`config.mk`:
```
export PLATFORM = sky130hd
export DESIGN_NAME = sorter_seq_ctrl
export DESIGN_NICKNAME = d
export VERILOG_FILES = /design/src/rtl/sorter_pkg.sv /design/src/rtl/sorter_seq_buf.sv /design/src/rtl/sorter_seq_ctrl.sv
export SDC_FILE = /design/constraint.sdc
export NUM_CORES = 1
export LEC_CHECK = 0
export CAP_MARGIN = 20
export CORE_MARGIN = 5
export CORE_UTILIZATION = 43
export CTS_CLUSTER_SIZE = 16
export DETAILED_ROUTE_END_ITERATION = 8
export HOLD_SLACK_MARGIN = 0.05
export PLACE_DENSITY_LB_ADDON = 0.05
export SYNTH_ARGS = -nofsm -noshare
export SYNTH_HDL_FRONTEND = slang
export SYNTH_SLANG_ARGS = --single-unit
```
`constraint.sdc`:
```
create_clock -name clk -period 1.94 [get_ports clk]
set_input_delay 0.291 -clock clk [delete_from_list [all_inputs] [get_ports clk]]
set_output_delay 0.291 -clock clk [all_outputs]
set_load 0.03 [all_outputs]
```
`src/rtl/sorter_pkg.sv`:
```
// Shared definitions for the sorter sequencing controller: mode codes,
// FSM state type and per-mode group counts.
package sorter_pkg;

  localparam logic [1:0] M_QPSK  = 2'd0;
  localparam logic [1:0] M_QAM16 = 2'd1;

  localparam logic [2:0] GROUPS_QPSK  = 3'd1;
  localparam logic [2:0] GROUPS_QAM16 = 3'd4;

  typedef enum logic [2:0] {
    IDLE,
    LOAD,
    START,
    WAIT,
    HOLD
  } state_t;

  // Reserved mode codes fold onto QPSK so the sorter never sees them.
  function automatic logic [1:0] norm_mode(input logic [1:0] m);
    return (m == M_QAM16) ? M_QAM16 : M_QPSK;
  endfunction

  function automatic logic [2:0] groups_for(input logic [1:0] m);
    return (m == M_QAM16) ? GROUPS_QAM16 : GROUPS_QPSK;
  endfunction

endpackage

```
`src/rtl/sorter_seq_buf.sv`:
```
// Four-slot capture register feeding the sorter; one slot written per
// enabled cycle, selected by a 2-bit slot index.
module sorter_seq_buf #(
  parameter int WIDTH = 16
) (
  input  logic             clk,
  input  logic             rst,
  input  logic             i_we,
  input  logic [1:0]       i_idx,
  input  logic [WIDTH-1:0] i_data,
  output logic [WIDTH-1:0] o_d1,
  output logic [WIDTH-1:0] o_d2,
  output logic [WIDTH-1:0] o_d3,
  output logic [WIDTH-1:0] o_d4
);

  generate
    for (genvar gi = 0; gi < 4; gi++) begin : g_slot
      logic [WIDTH-1:0] r_q;
      always_ff @(posedge clk) begin
        if (!rst) begin
          r_q <= '0;
        end else if (i_we && (i_idx == 2'(gi))) begin
          r_q <= i_data;
        end
      end
    end
  endgenerate

  assign o_d1 = g_slot[0].r_q;
  assign o_d2 = g_slot[1].r_q;
  assign o_d3 = g_slot[2].r_q;
  assign o_d4 = g_slot[3].r_q;

endmodule

```
`src/rtl/sorter_seq_ctrl.sv`:
```
// Collects sample groups of four, hands each group to the sorter and waits
// for completion. Optional WAIT watchdog enabled by SORTER_SEQ_TIMEOUT_EN.
module sorter_seq_ctrl
  import sorter_pkg::*;
#(
  parameter int WIDTH   = 16,
  parameter int TIMEOUT = 64
) (
  input  logic             clk,
  input  logic             rst,
  input  logic             s_valid,
  output logic             s_ready,
  input  logic [WIDTH-1:0] s_data,
  input  logic [1:0]       mode,
  output logic [WIDTH-1:0] d1,
  output logic [WIDTH-1:0] d2,
  output logic [WIDTH-1:0] d3,
  output logic [WIDTH-1:0] d4,
  output logic             srt_start,
  output logic [1:0]       srt_M,
  input  logic             srt_done,
  output logic             res_valid,
  input  logic             res_ready,
  output logic             err
);

  state_t     r_state;
  state_t     w_state_next;
  logic [1:0] r_slot;
  logic [1:0] r_mode;
  logic [2:0] r_grp;
  logic       w_accept;
  logic       w_last_grp;
  logic       w_timeout;
  logic [1:0] w_wr_idx;

  assign w_accept   = s_valid & s_ready;
  assign w_last_grp = (r_grp + 3'd1) >= groups_for(r_mode);
  // A frame always starts in slot 0, whatever the slot counter holds.
  assign w_wr_idx   = (r_state == IDLE) ? 2'd0 : r_slot;
  assign srt_M      = r_mode;

  always_comb begin
    w_state_next = r_state;
    s_ready      = 1'b0;
    srt_start    = 1'b0;
    res_valid    = 1'b0;
    case (r_state)
      IDLE: begin
        s_ready = 1'b1;
        if (s_valid) w_state_next = LOAD;
      end
      LOAD: begin
        s_ready = 1'b1;
        if (s_valid && (r_slot == 2'd3)) w_state_next = START;
      end
      START: begin
        srt_start    = 1'b1;
        w_state_next = WAIT;
      end
      WAIT: begin
        if (srt_done)       w_state_next = w_last_grp ? HOLD : LOAD;
        else if (w_timeout) w_state_next = IDLE;
      end
      HOLD: begin
        res_valid = 1'b1;
        if (res_ready) w_state_next = IDLE;
      end
      default: w_state_next = IDLE;
    endcase
  end

  always_ff @(posedge clk) begin
    if (!rst) begin
      r_state <= IDLE;
      r_slot  <= 2'd0;
      r_mode  <= M_QPSK;
      r_grp   <= 3'd0;
    end else begin
      r_state <= w_state_next;
      if (w_accept) r_slot <= w_wr_idx + 2'd1;
      if ((r_state == IDLE) && w_accept) r_mode <= norm_mode(mode);
      if (r_state == IDLE) begin
        r_grp <= 3'd0;
      end else if ((r_state == WAIT) && srt_done) begin
        r_grp <= r_grp + 3'd1;
      end
    end
  end

  sorter_seq_buf #(.WIDTH(WIDTH)) u_buf (
    .clk    (clk),
    .rst    (rst),
    .i_we   (w_accept),
    .i_idx  (w_wr_idx),
    .i_data (s_data),
    .o_d1   (d1),
    .o_d2   (d2),
    .o_d3   (d3),
    .o_d4   (d4)
  );

`ifdef SORTER_SEQ_TIMEOUT_EN
  localparam int TW = $clog2(TIMEOUT + 1);
  logic [TW-1:0] r_wait_cnt;
  logic          r_err;

  // Counts consecutive WAIT cycles; any srt_done restarts the count.
  always_ff @(posedge clk) begin
    if (!rst) begin
      r_wait_cnt <= '0;
      r_err      <= 1'b0;
    end else begin
      if ((r_state == WAIT) && !srt_done) r_wait_cnt <= r_wait_cnt + 1'b1;
      else                                r_wait_cnt <= '0;
      if (w_timeout) r_err <= 1'b1;
    end
  end

  assign w_timeout = (r_state == WAIT) && !srt_done && (r_wait_cnt == TW'(TIMEOUT - 1));
  assign err       = r_err;
`else
  logic w_unused_timeout;
  assign w_unused_timeout = (TIMEOUT > 0);
  assign w_timeout        = 1'b0;
  assign err              = 1'b0;
`endif

endmodule
```
==> results.json <==
{
  "status": "complete, no violations",
  "endpoint_kind": "flop",
  "powerDensity_mw_per_mm2": 695.8,
  "path_class": "reg -> reg",
  "initialDrtViolationCount": 94,
  "instances_no_fill": 546,
  "slew_violations": 0,
  "synth_cell_types": 39,
  "max_freq_mhz": 535.6,
  "die_area_sq_mm": 0.009411,
  "via_per_inst": 4.899,
  "hpwl_mm": 5.789,
  "fillers": 675,
  "place_area_sq_mm": 0.004182,
  "wl_per_cell_um": 14.71,
  "crit_path_max_incr_delay_ns": 0.39,
  "slowest_stage": "or3_4",
  "diodes": 0,
  "path_cells": "or3_4, and2_4, inv_1, ha_2, and4bb_4, buf_4, nand2_1, a21boi_0",
  "rsz0062_at_grt": "true",
  "synth_area_per_cell_sq_um": 9.171,
  "cts-htree-levels": 3,
  "die_x_um": 97.01,
  "arrival_ns": 2.13,
  "numClockSinks": 73,
  "fin_crit_ns": 1.867,
  "hp-class": "in -> reg",
  "routed-wl-met3_um": 378,
  "synth_flop_cell": "dfxtp_1",
  "multi_input_area_sq_mm": 0.001564,
  "clkLatencyLatePin_ns": 0.34,
  "netlist_top_cells_area": "dfxtp_1 45%, nand2_1 15%, a21boi_2 10%, a21boi_0 5.5%, ha_1 2.7%",
  "core_sq_mm": 0.007331,
  "holdWs_ns": 0.4223,
  "period_share": 0.9624,
  "synth_common_cells": "130 x nand2_1, 73 x dfxtp_1, 30 x a21boi_2",
  "clk_transition_reported_paths_ns": 0.08,
  "p_seq_frac": 0.505,
  "hold_viol_final": 0,
  "p_switching_uw": 774.7,
  "drcViolationCount": 0,
  "gr-total-overflow": 0,
  "async_flop_share": 0,
  "synth-edff-count": 0,
  "cts_tree": "done",
  "yosysMostFrequentCell": "nand2_1",
  "crit-reg2reg-launch": "r_state[2]",
  "routed_wl_mm": 8.033,
  "finalSetupViolCount": 0,
  "grt_usage": 0.1727,
  "p_leak_uw": 0.001557,
  "grt_max_degree": 45,
  "cp.depth": 8,
  "fin_skew_ns": 0.007143,
  "stdcell_area_sq_mm": 0.004405,
  "grt_pass1_wl_mm": 13.10,
  "ys_ff_latch": 73,
  "area_growth_pct": 35.32,
  "peakVddDrop_uv": 545.0,
  "reg2reg_depth": 8,
  "dr.pass1.iters": 4,
  "critical_path.max_fanout": 10,
  "switching_share": 0.2527,
  "gp_congestion": 0.7687,
  "p_clk_frac": 0.381,
  "rows": 31,
  "cp-endpoint": "u_buf.o_d3[6]",
  "p_int_uw": 2291,
  "startpoint_type": "flop",
  "num-nets-final": 472,
  "comb_power_share": 0.113,
  "yosysSeqAreaShare": 0.4489,
  "clock_path_buffers": 2,
  "met2WireLength_mm": 4.027,
  "rr_endpoint": "u_buf.o_d3[6]",
  "io_pins": 93,
  "start_util": 0.4441,
  "synth_top_area_frac": 0.4489,
  "cts_root_buf": "clkbuf_8",
  "place_inst": 527,
  "via_count": 2675,
  "cpLargestDelayFamily": "simple AND/OR/NAND/NOR gates",
  "drive_gt1_frac": 0.1588,
  "maxUsedRoutingLayer": "met4",
  "mappedNetlistArea_sq_mm": 0.003256,
  "r2r_slack_ns": 0.07,
  "antenna_found_initial": 0,
  "wl_met1_mm": 3.529,
  "io_buffers": 90,
  "path_buf_inv": 2,
  "crit_required_ns": 2.20,
  "synth.yosys.warnings": 0,
  "cts_buffers": 9,
  "drtAntennaViolNets": 0,
  "grt_pass1_vias": 2530,
  "synthCells": 355,
  "yosys.area.top_type": "dfxtp_1",
  "die_y_um": 97.01,
  "final-seq-area_sq_mm": 0.001461,
  "startpoint": "r_state[2]",
  "drv_cap": 0
}
## layer usage
| metal | track usage | vias to the layer above |
|---|---|---|
| met5 | 0 | - |
| met4 | 0.04320 | 0 |
| met3 | 0.05468 | 7 |
| met2 | 0.2999 | 67 |
| met1 | 0.2063 | 1266 |
| li1 | - | 1335 |
## worst min-delay path by stage
| stage | endpoint | start | cells past startpoint |
|---|---|---|---|
| 4_1_cts | srt_M[0] | rst | 2 |
| 5_1_grt | srt_M[0] | rst | 2 |
| 3_5_place_dp | u_buf.o_d1[9] | u_buf.o_d1[9] | 2 |
| 6_report | srt_M[0] | rst | 2 |
| 3_3_place_gp | u_buf.o_d1[9] | u_buf.o_d1[9] | 2 |
| 2_1_floorplan | r_state[1] | srt_done | 1 |
## registers in the layout, indices dropped and copies added, names as in the netlist
| register | cells |
|---|---|
| srt_M | 1 |
| u_buf.o_d1 | 16 |
| u_buf.o_d3 | 16 |
| u_buf.o_d4 | 16 |
| u_buf.o_d2 | 16 |
| r_grp | 3 |
| r_state | 3 |
| r_slot | 2 |
## area by class of cell
class                      instances  area share
multi-input combinational        248      0.3550
tap                               99     0.02812
timing repair buffer             105      0.2366
sequential                        73      0.3317
inverter                           5    0.004260
clock inverter                     6     0.01534
clock buffer                      10     0.02897
## logic make-up (layout without fill, tap and decap cells)
| kind of cell | count (synthesis) | count (layout) | synth area share |
|---|---|---|---|
| fa+ha+maj | 7 | 7 | 0.02690 |
| xor+xnor | 2 | 2 | 0.005381 |
| compound gates | 76 | 76 | 0.2064 |
| buf+inv | 35 | 126 | 0.07725 |
| other cells | 1 | 2 | 0.001152 |
| flops | 73 | 73 | 0.4489 |
| mux | 2 | 2 | 0.006149 |
| simple gates | 159 | 159 | 0.2279 |
## stage by stage
stage	total power, uW	worst slack [ns]	utilization	TNS (ns)
after floorplan	1776	0.002144	-	0
after global placement	1932	0.1049	0.5704	0
after detailed placement	1933	0.03361	0.5704	0
after CTS	3105	0.01048	0.5967	0
after global routing	3194	-0.03467	0.6010	-0.1378
final	3065	0.07285	0.6010	0
## placed cells by master, fill, tap and decap left out, types with 2 or more instances in the layout
master	synthesis	final
nand2_1	130	130
clkdlybuf4s50_1	0	86
dfxtp_1	73	73
a21boi_2	30	30
a21boi_0	24	23
a21boi_1	11	12
buf_4	3	12
clkbuf_8	0	9
ha_1	7	6
inv_1	5	5
nor2_1	4	4
nand4bb_1	4	4
o21ai_0	3	3
a21oi_1	3	3
buf_12	2	3
xor2_1	2	2
nor3b_1	2	2
and4bb_2	4	2
and4bb_4	0	2
nand2b_1	2	2
nand3_1	2	2
mux2i_1	2	2
or3_1	3	2
conb_1	1	2
clkinvlp_4	0	2
## power groups by stage
| stage | clock network [uW] | logic (uW) | registers [uW] |
|---|---|---|---|
| after floorplan | 0 | 135 | 1640 |
| after global placement | 0 | 348 | 1580 |
| after detailed placement | 0 | 349 | 1580 |
| after CTS | 1210 | 350 | 1550 |
| after global routing | 1270 | 374 | 1550 |
| final | 1170 | 348 | 1550 |
## repair_timing
| item | in CTS | in global routing |
|---|---|---|
| setup endpoints to repair | 2 | 29 |
| endpoints found under the hold margin | 0 | 0 |
| hold buffers | 0 | 0 |
| setup buffers | 0 | 3 |
| gates resized for setup | 2 | 8 |
Power figures use the tool's default switching activity.
